### src/rtl/pipe_pkg.sv
// ----------------------------------------------------------------------------
// pipe_pkg
// Shared definitions for the decode/execute pipeline slice:
//   - ALUOp encodings produced by the main decoder
//   - opcode constants used by the decoder and by later forwarding work
//   - ctrl_t: the packed control bundle carried from ID into EX
//   - gate_ctrl(): squashes a control bundle when its instruction is not real
// ----------------------------------------------------------------------------
package pipe_pkg;

   localparam logic [1:0] ALU_OP_R     = 2'b10;
   localparam logic [1:0] ALU_OP_MEMI  = 2'b01;
   localparam logic [1:0] ALU_OP_OTHER = 2'b00;

   localparam logic [5:0] OP_RTYPE = 6'b000100;
   localparam logic [5:0] OP_IMM0  = 6'b001100;
   localparam logic [5:0] OP_IMM1  = 6'b001101;
   localparam logic [5:0] OP_SW    = 6'b010000;
   localparam logic [5:0] OP_LW    = 6'b010001;

   typedef struct packed {
      logic [1:0] alu_op;
      logic       reg_write;
      logic       mem_write;
      logic       mem_read;
   } ctrl_t;

   // All-zero bundle: what a bubble or a killed instruction carries.
   localparam ctrl_t CTRL_NONE = '{alu_op:    ALU_OP_OTHER,
                                   reg_write: 1'b0,
                                   mem_write: 1'b0,
                                   mem_read:  1'b0};

   // Pass the bundle through only when the instruction is valid, so that no
   // side-effecting control bit can ever travel without a valid instruction.
   function automatic ctrl_t gate_ctrl(input ctrl_t c, input logic valid);
      ctrl_t r;
      if (valid) begin
         r = c;
      end else begin
         r = CTRL_NONE;
      end
      return r;
   endfunction

endpackage : pipe_pkg

### src/rtl/id_ex_stage_hazard_unit.sv
// ----------------------------------------------------------------------------
// hazard_unit
// Purely combinational load-use hazard detector.
// Ports:
//   id_valid, id_alu_op, id_mem_write, id_rs, id_rt : instruction in decode
//   ex_valid, ex_mem_read, ex_dst                    : instruction in EX
//   uses_rt : decode instruction reads rt as a source (R-type or store)
//   hazard  : decode instruction needs the result of the load sitting in EX
// ----------------------------------------------------------------------------
module hazard_unit
   import pipe_pkg::*;
#(
   parameter int REG_W = 5
) (
   input  logic             id_valid,
   input  logic [1:0]       id_alu_op,
   input  logic             id_mem_write,
   input  logic [REG_W-1:0] id_rs,
   input  logic [REG_W-1:0] id_rt,
   input  logic             ex_valid,
   input  logic             ex_mem_read,
   input  logic [REG_W-1:0] ex_dst,
   output logic             hazard,
   output logic             uses_rt
);

   // Source-use decode and load-use compare. Register 0 is hard-wired to zero,
   // so a load targeting it can never create a real dependency.
   always_comb begin
      uses_rt = (id_alu_op == ALU_OP_R) | id_mem_write;
      if (id_valid && ex_valid && ex_mem_read && (ex_dst != {REG_W{1'b0}})) begin
         hazard = (ex_dst == id_rs) | (uses_rt & (ex_dst == id_rt));
      end else begin
         hazard = 1'b0;
      end
   end

endmodule : hazard_unit

### src/rtl/id_ex_stage.sv
// ----------------------------------------------------------------------------
// id_ex_stage
// ID/EX pipeline register with load-use stall, branch flush, EX back-pressure
// and a saturating bubble counter.
// Ports:
//   clk, rst_n          : clock, asynchronous active-low reset
//   id_*                : decoded instruction presented by decode
//   flush               : kill the instruction entering EX
//   ex_ready            : EX accepts a new instruction this cycle
//   id_stall            : combinational; decode/IF hold their registers
//   ex_*                : registered instruction presented to EX
//   bubble_count        : load-use bubbles inserted since reset (saturating)
// ----------------------------------------------------------------------------
module id_ex_stage
   import pipe_pkg::*;
#(
   parameter int DATA_W = 32,
   parameter int REG_W  = 5,
   parameter int CNT_W  = 16
) (
   input  logic              clk,
   input  logic              rst_n,
   input  logic              id_valid,
   input  logic [1:0]        id_alu_op,
   input  logic              id_reg_write,
   input  logic              id_mem_write,
   input  logic              id_mem_read,
   input  logic [REG_W-1:0]  id_rs,
   input  logic [REG_W-1:0]  id_rt,
   input  logic [REG_W-1:0]  id_rd,
   input  logic [DATA_W-1:0] id_rs_data,
   input  logic [DATA_W-1:0] id_rt_data,
   input  logic [DATA_W-1:0] id_imm,
   input  logic [5:0]        id_funct,
   input  logic              flush,
   input  logic              ex_ready,
   output logic              id_stall,
   output logic              ex_valid,
   output logic [1:0]        ex_alu_op,
   output logic              ex_reg_write,
   output logic              ex_mem_write,
   output logic              ex_mem_read,
   output logic              ex_alu_src,
   output logic [REG_W-1:0]  ex_dst,
   output logic [REG_W-1:0]  ex_rs,
   output logic [REG_W-1:0]  ex_rt,
   output logic [DATA_W-1:0] ex_rs_data,
   output logic [DATA_W-1:0] ex_rt_data,
   output logic [DATA_W-1:0] ex_imm,
   output logic [5:0]        ex_funct,
   output logic [CNT_W-1:0]  bubble_count
);

   localparam logic [CNT_W-1:0] CNT_MAX = {CNT_W{1'b1}};
   localparam logic [CNT_W-1:0] CNT_ONE = {{(CNT_W-1){1'b0}}, 1'b1};

   // ---- EX register state -------------------------------------------------
   logic              ex_valid_q,   ex_valid_d;
   ctrl_t             ex_ctrl_q,    ex_ctrl_d;
   logic              ex_alu_src_q, ex_alu_src_d;
   logic [REG_W-1:0]  ex_dst_q,     ex_dst_d;
   logic [REG_W-1:0]  ex_rs_q,      ex_rs_d;
   logic [REG_W-1:0]  ex_rt_q,      ex_rt_d;
   logic [DATA_W-1:0] ex_rs_data_q, ex_rs_data_d;
   logic [DATA_W-1:0] ex_rt_data_q, ex_rt_data_d;
   logic [DATA_W-1:0] ex_imm_q,     ex_imm_d;
   logic [5:0]        ex_funct_q,   ex_funct_d;
   logic [CNT_W-1:0]  bubble_count_q, bubble_count_d;

   // ---- decode-side derivations -------------------------------------------
   ctrl_t             id_ctrl_s;
   logic [REG_W-1:0]  id_dst_s;
   logic              id_alu_src_s;
   logic              hazard_s;
   logic              uses_rt_s;

   hazard_unit #(
      .REG_W (REG_W)
   ) u_hazard_unit (
      .id_valid     (id_valid),
      .id_alu_op    (id_alu_op),
      .id_mem_write (id_mem_write),
      .id_rs        (id_rs),
      .id_rt        (id_rt),
      .ex_valid     (ex_valid_q),
      .ex_mem_read  (ex_ctrl_q.mem_read),
      .ex_dst       (ex_dst_q),
      .hazard       (hazard_s),
      .uses_rt      (uses_rt_s)
   );

   // Bundle the decode controls and pick destination / operand-B source.
   // R-type writes rd and uses rt as a register operand; everything else
   // writes rt and takes the immediate.
   always_comb begin
      id_ctrl_s.alu_op    = id_alu_op;
      id_ctrl_s.reg_write = id_reg_write;
      id_ctrl_s.mem_write = id_mem_write;
      id_ctrl_s.mem_read  = id_mem_read;
      if (id_alu_op == ALU_OP_R) begin
         id_dst_s     = id_rd;
         id_alu_src_s = 1'b0;
      end else begin
         id_dst_s     = id_rt;
         id_alu_src_s = 1'b1;
      end
   end

   // Stall request back to decode. A flush discards the decode instruction,
   // so there is nothing to hold in that cycle.
   always_comb begin
      id_stall = id_valid & ~flush & (hazard_s | ~ex_ready);
   end

   // Next-state selection in priority order: flush, back-pressure, load-use
   // bubble, normal load. Flush and bubble only clear valid/control; the data
   // fields are left as they were since nothing downstream qualifies them
   // without ex_valid.
   always_comb begin
      ex_valid_d     = ex_valid_q;
      ex_ctrl_d      = ex_ctrl_q;
      ex_alu_src_d   = ex_alu_src_q;
      ex_dst_d       = ex_dst_q;
      ex_rs_d        = ex_rs_q;
      ex_rt_d        = ex_rt_q;
      ex_rs_data_d   = ex_rs_data_q;
      ex_rt_data_d   = ex_rt_data_q;
      ex_imm_d       = ex_imm_q;
      ex_funct_d     = ex_funct_q;
      bubble_count_d = bubble_count_q;

      if (flush) begin
         ex_valid_d = 1'b0;
         ex_ctrl_d  = CTRL_NONE;
      end else if (!ex_ready) begin
         ex_valid_d = ex_valid_q;
      end else if (hazard_s) begin
         ex_valid_d = 1'b0;
         ex_ctrl_d  = CTRL_NONE;
         if (bubble_count_q != CNT_MAX) begin
            bubble_count_d = bubble_count_q + CNT_ONE;
         end else begin
            bubble_count_d = bubble_count_q;
         end
      end else begin
         ex_valid_d   = id_valid;
         ex_ctrl_d    = gate_ctrl(id_ctrl_s, id_valid);
         ex_alu_src_d = id_alu_src_s;
         ex_dst_d     = id_dst_s;
         ex_rs_d      = id_rs;
         ex_rt_d      = id_rt;
         ex_rs_data_d = id_rs_data;
         ex_rt_data_d = id_rt_data;
         ex_imm_d     = id_imm;
         ex_funct_d   = id_funct;
      end
   end

   // EX register bank with asynchronous clear.
   always_ff @(posedge clk or negedge rst_n) begin
      if (!rst_n) begin
         ex_valid_q     <= 1'b0;
         ex_ctrl_q      <= CTRL_NONE;
         ex_alu_src_q   <= 1'b0;
         ex_dst_q       <= {REG_W{1'b0}};
         ex_rs_q        <= {REG_W{1'b0}};
         ex_rt_q        <= {REG_W{1'b0}};
         ex_rs_data_q   <= {DATA_W{1'b0}};
         ex_rt_data_q   <= {DATA_W{1'b0}};
         ex_imm_q       <= {DATA_W{1'b0}};
         ex_funct_q     <= 6'b000000;
         bubble_count_q <= {CNT_W{1'b0}};
      end else begin
         ex_valid_q     <= ex_valid_d;
         ex_ctrl_q      <= ex_ctrl_d;
         ex_alu_src_q   <= ex_alu_src_d;
         ex_dst_q       <= ex_dst_d;
         ex_rs_q        <= ex_rs_d;
         ex_rt_q        <= ex_rt_d;
         ex_rs_data_q   <= ex_rs_data_d;
         ex_rt_data_q   <= ex_rt_data_d;
         ex_imm_q       <= ex_imm_d;
         ex_funct_q     <= ex_funct_d;
         bubble_count_q <= bubble_count_d;
      end
   end

   // Output mapping; all EX-side outputs come straight from flops.
   always_comb begin
      ex_valid     = ex_valid_q;
      ex_alu_op    = ex_ctrl_q.alu_op;
      ex_reg_write = ex_ctrl_q.reg_write;
      ex_mem_write = ex_ctrl_q.mem_write;
      ex_mem_read  = ex_ctrl_q.mem_read;
      ex_alu_src   = ex_alu_src_q;
      ex_dst       = ex_dst_q;
      ex_rs        = ex_rs_q;
      ex_rt        = ex_rt_q;
      ex_rs_data   = ex_rs_data_q;
      ex_rt_data   = ex_rt_data_q;
      ex_imm       = ex_imm_q;
      ex_funct     = ex_funct_q;
      bubble_count = bubble_count_q;
   end

endmodule : id_ex_stage

### config.mk
export PLATFORM = sky130hd
export DESIGN_NAME = id_ex_stage
export DESIGN_NICKNAME = d
export VERILOG_FILES = /design/src/rtl/pipe_pkg.sv /design/src/rtl/id_ex_stage_hazard_unit.sv /design/src/rtl/id_ex_stage.sv
export SDC_FILE = /design/constraint.sdc
export NUM_CORES = 1
export LEC_CHECK = 0
export BUFFER_PORTS_ARGS = -buffer_cell sky130_fd_sc_hd__buf_2
export CAP_MARGIN = 20
export CORE_UTILIZATION = 50
export CTS_CLUSTER_DIAMETER = 80
export DETAILED_ROUTE_END_ITERATION = 10
export PLACE_DENSITY = 0.92
export SYNTH_ARGS = -nofsm -noshare
export SYNTH_HDL_FRONTEND = slang
export SYNTH_SLANG_ARGS = --single-unit
export TNS_END_PERCENT = 30
### constraint.sdc
create_clock -name clk -period 3.8 [get_ports clk]
set_input_delay 0.57 -clock clk [delete_from_list [all_inputs] [get_ports clk]]
set_output_delay 0.57 -clock clk [all_outputs]
set_load 0.005 [all_outputs]
Yosys cells after proc, flatten, opt, wreduce, memory -nomap -nowiden
Cells that the tools add are included.
{"block": "word_totals", "in_bits": 127, "register_bits": 140}
{"block": "op_classes", "n_addsub": 1, "n_reduce_logical": 7, "n_eq_ne": 4, "bitwise_logic": 9, "muxes": 10}
{"cell": "$mux W5", "n": 5}
{"cell": "$add A16 B1 Y16 const B", "n": 1}
{"cell": "$ne A16 B16 Y1 const B", "n": 1}
{"cell": "$eq A5 B5 Y1", "n": 2}
{"cell": "$mux W1", "n": 5}
{"cell": "$reduce_bool A5 Y1", "n": 1}
{"cell": "$reduce_and A4 Y1", "n": 1}
{"cell": "$and A1 B1 Y1", "n": 3}
{"cell": "$logic_and A1 B1 Y1", "n": 3}
{"cell": "$not A1 Y1", "n": 3}
{"cell": "$or A1 B1 Y1", "n": 3}
{"cell": "$reduce_and A3 Y1", "n": 1}
{"cell": "$eq A2 B2 Y1 const B", "n": 1}
{"cell": "$reduce_bool A2 Y1", "n": 1}

Logic depth before layout (Yosys ltp)
{"block": "logic_depth", "word_depth": 8, "ltp_mapped": 8, "depth_no_buf": 6}

Hierarchy
Synthesis repeated with hierarchy kept, for this count alone.
{"block": "hier_totals", "hier_cells": 381, "hier_area_um2": 5670.4}
{"module": "id_ex_stage", "cells_per_inst": 362, "area_each_um2": 5529.1, "n_inst": 1}
{"module": "hazard_unit", "cells_per_inst": 19, "area_each_um2": 141.4, "n_inst": 1}

Least setup slack after synthesis
Ideal clock, no wire load.
{"block": "synth_timing", "path_type": "in2out", "from": "input port id_alu_op[1]", "to": "output port id_stall", "required_ps": 3230, "arrival_time_ps": 1872, "path_stages": 7, "path_buffers": 2, "path_slack_ps": 1358, "cell_sequence": "nor2b_1 > buf_2 > o2111ai_1 > o22a_1 > clkbuf_1 > o21ai_0 > and3b_1"}
{"block": "synth_between", "elab_chain_cells": 7}
{"element": "start: declaration", "line_no": "id_ex_stage.sv:24", "rtl": "input logic [1:0] id_alu_op,"}
{"element": "$eq A2 B2 Y1", "line_no": "id_ex_stage_hazard_unit.sv:30", "rtl": "uses_rt = (id_alu_op == ALU_OP_R) | id_mem_write;"}
{"element": "$or A1 B1 Y1", "line_no": "id_ex_stage_hazard_unit.sv:30"}
{"element": "$and A1 B1 Y1", "line_no": "id_ex_stage_hazard_unit.sv:32", "rtl": "hazard = (ex_dst == id_rs) | (uses_rt & (ex_dst == id_rt));"}
{"element": "$or A1 B1 Y1", "line_no": "id_ex_stage_hazard_unit.sv:32"}
{"element": "$mux W1", "line_no": "id_ex_stage_hazard_unit.sv:31", "rtl": "if (id_valid && ex_valid && ex_mem_read && (ex_dst != {REG_W{1'b0}})) begin"}
{"element": "$or A1 B1 Y1", "line_no": "id_ex_stage.sv:112", "rtl": "id_stall = id_valid & ~flush & (hazard_s | ~ex_ready);"}
{"element": "$and A1 B1 Y1", "line_no": "id_ex_stage.sv:112"}
{"element": "end: declaration", "line_no": "id_ex_stage.sv:37", "rtl": "output logic id_stall,"}
No other way between the ends.

Worst setup path in the final report
{"block": "layout_timing", "from": "register ex_dst_q[2] (netlist: ex_dst[2])", "to": "output port id_stall"}
{"block": "layout_between", "elab_chain_cells": 6, "elab_cells_between_ends": 9}
{"element": "start: declaration", "line_no": "id_ex_stage.sv:61", "rtl": "logic [REG_W-1:0] ex_dst_q, ex_dst_d;"}
{"element": "start signal: assignment", "line_no": "id_ex_stage.sv:165", "rtl": "ex_dst_q <= {REG_W{1'b0}};"}
{"element": "start signal: assignment", "line_no": "id_ex_stage.sv:177", "rtl": "ex_dst_q <= ex_dst_d;"}
{"element": "$eq A5 B5 Y1", "line_no": "id_ex_stage_hazard_unit.sv:32"}
{"element": "$and A1 B1 Y1", "line_no": "id_ex_stage_hazard_unit.sv:32"}
{"element": "$or A1 B1 Y1", "line_no": "id_ex_stage_hazard_unit.sv:32"}
{"element": "$mux W1 *", "line_no": "id_ex_stage_hazard_unit.sv:31"}
{"element": "$or A1 B1 Y1 *", "line_no": "id_ex_stage.sv:112"}
{"element": "$and A1 B1 Y1 *", "line_no": "id_ex_stage.sv:112"}
Mark *: on every way between the ends. The rest lies on a longest branch, timed or not.

==> impl_metrics.ini <==
[cells_and_area]
final_cells = 790
utilization_pct = 70.0
drive_above_1_share_pct = 56.8
multi_input_area_um2 = 1990
seq_area_um2 = 3500
antennaDiodeCount = 0
fillers = 725
syn2layout_area_growth_pct = 35.3
nets = 767

[clocking]
path_clk_slew_ps = 60
htreeDepth = 4
cts-buffers-inserted = 17
cts.sinks = 140
cts_hold_buf = 0
ctsResizeCount = 0
cts_root_buf = clkbuf_8
clock_path_buffers = 2
tritoncts = done
clk_latency_ps = 520
post-cts-setup-buffer-count = 0

[setup_path]
path_cells = xnor2_1, o2111ai_1, o22a_1, o21ai_0, and3b_1, buf_2
crit_fanout = 16
path_class = register to output pin
worst-path-buf-inv = 1
arrival_ps = 2270
start_kind = register
slowest_stage = o22a_1
endpoint_kind = output pin
slowest_delay_ps = 520
critPathTopFamily = compound AO/OA/AOI/OAI gates
critPathRequiredTime_ps = 3230

[floorplanning]
initial_core_util_pct = 51.7
num_rows = 38
design.die.area_um2 = 11700
core_um2 = 10900
ios = 268
die_h_um = 108
die_w_um = 108

[placed_design]
numPortBuffers = 267
hpwl_mm = 9.87
dp.cells = 760
gp_congestion = 0.848

[hold_path]
hp-class = primary input to asynchronous set/reset pin

[detailed_routing]
via_per_inst = 5.17
drc = 0
via_count = 4086
wire_per_inst_um = 16.8
first_pass_iters = 4
drtIter0Drc = 186
ant_nets = 0
wl_mm = 13.3

[synth]
synth_flop_cell = dfrtp_1
synth-async-reset-ratio_pct = 100
syn_inst = 366
synthTopCellsByArea = dfrtp_1 (62%), mux2_2 (14%), mux2_1 (11%), xor2_1 (2.0%), xnor2_1 (1.7%)
synth-edff-count = 0
synth_area_um2 = 5630
synthTopCellsByCount = dfrtp_1 (140), mux2_2 (70), mux2_1 (53), xor2_1 (13), xnor2_1 (11)
synth_top_area_cell = dfrtp_1
ys_types = 36
synth_nets = 494
synth.top_cell.area_share_pct = 62.2
ys_warn_count = 0
avgSynthCellArea_um2 = 15.4
ys_ff_latch = 140
ys_seq_area_share_pct = 62.2
yosysMostFrequentCell = dfrtp_1

[timing]
finalSetupTns_ps = 0
worst_slew_pin_slew_ps = 946
drv_slew = 0
finalCriticalPeriod_ps = 2840
period_share_pct = 74.8
hold_viol_final = 0
finalClockSkew_ps = 6.75
grt_setup_unrepaired = false
fmax_ghz = 0.352
finalSetupViolations = 0
holdWs_ps = 28.4
relSlewSlack_pct = 36.4

[global_routing]
grt_pass1_vias = 4223
grt_max_degree = 81
grtUsageTotal_pct = 23.3
antenna_found_initial = 0
grt_pass1_wl_mm = 20.4
grt_overflow = 0

[run]
maxCapViolCount = 0

[power]
max-vdd-ir-drop_mv = 0.386
p_leak_nw = 3.79
total_power_mw = 3.88
p_per_area_nw_per_um2 = 509

[status]
status = complete, no violations
==> registers in the layout, summed over array words and instances, names as in the netlist, 2 cells and up <==
signal and flops:
bubble_count 16, ex_rt 5, ex_imm 32, ex_funct 6, ex_dst 5, ex_rt_data 32, ex_rs_data 32, ex_rs 5
ex_alu_op 2
==> metrics by stage <==
stage / instance area (µm²) / setup slack (ps)
global route: 7620 / 756
finish: 7620 / 958
global placement: 7080 / 1070
CTS: 7620 / 936
detailed placement: 7080 / 1030
floorplan: 5630 / 1360
==> worst paths after layout <==
kind                            depth (start not counted)                        end                      start  slack, ps
worst max-delay path                                    6                   id_stall      ex_dst[2]$_DFFE_PN0P_        960
worst min-delay path                                    1     ex_imm[11]$_DFFE_PN0P_                      rst_n         30
worst max register to register                          5  ex_rs_data[6]$_DFFE_PN0P_      ex_dst[0]$_DFFE_PN0P_       1170
worst min register to register                          1  ex_rs_data[4]$_DFFE_PN0P_  ex_rs_data[4]$_DFFE_PN0P_        480
max in group asynchronous                               2     ex_imm[19]$_DFFE_PN0P_                      rst_n       2950
min in group clk                                        2     ex_imm[29]$_DFFE_PN0P_                 id_imm[29]        270
==> cells by family (layout without fill, tap and decap cells) <==
family / Yosys count / after routing / share of synthesized area (%)
and+or+nand+nor: 42 / 42 / 4.22
buffers and inverters: 20 / 304 / 2.36
xor gates and xnor gates: 24 / 24 / 3.73
muxes: 124 / 124 / 24.8
AOI/OAI and AO/OA: 15 / 15 / 2.47
adders and majority gates: 1 / 1 / 0.222
DFF: 140 / 140 / 62.2
==> per-layer routing <==
layer	wire [µm]	track usage, %
met3	1110	8.08
met5	0	0
met2	6790	39.1
met4	347	11.6
met1	5030	26.4
==> power by group <==
group	leakage, nW	switching, mW	total [mW]	internal [mW]
Combinational	1.84	0.256	0.590	0.334
Sequential	1.68	0.106	1.79	1.68
Clock	0.267	0.568	1.50	0.935
Total	3.79	0.930	3.88	2.95
==> cells in the final DEF (no fill, tap or decap), types with 2 or more instances in the layout <==
cell type,instances
a32o_1,5
buf_12,2
buf_2,266
buf_4,2
bufinv_16,2
clkbuf_1,3
clkbuf_16,16
clkbuf_8,2
clkinv_2,6
dfrtp_1,140
inv_1,3
mux2_1,53
mux2_2,70
nand2_1,6
nand3_1,4
nand4_1,4
nor2_1,4
nor2b_1,2
nor3_1,6
nor4_1,7
nor4b_1,2
o2111ai_1,2
or3_1,2
xnor2_1,11
xor2_1,13
==> final cells by class <==
class,count,area share (%)
multi-input combinational,206,26.2
timing repair buffer,271,18.3
clock inverter,9,1.28
clock buffer,21,5.76
inverter,3,0.148
tap,140,2.30
sequential,140,46.0
Note: power is estimated with default switching activity, not from simulation.
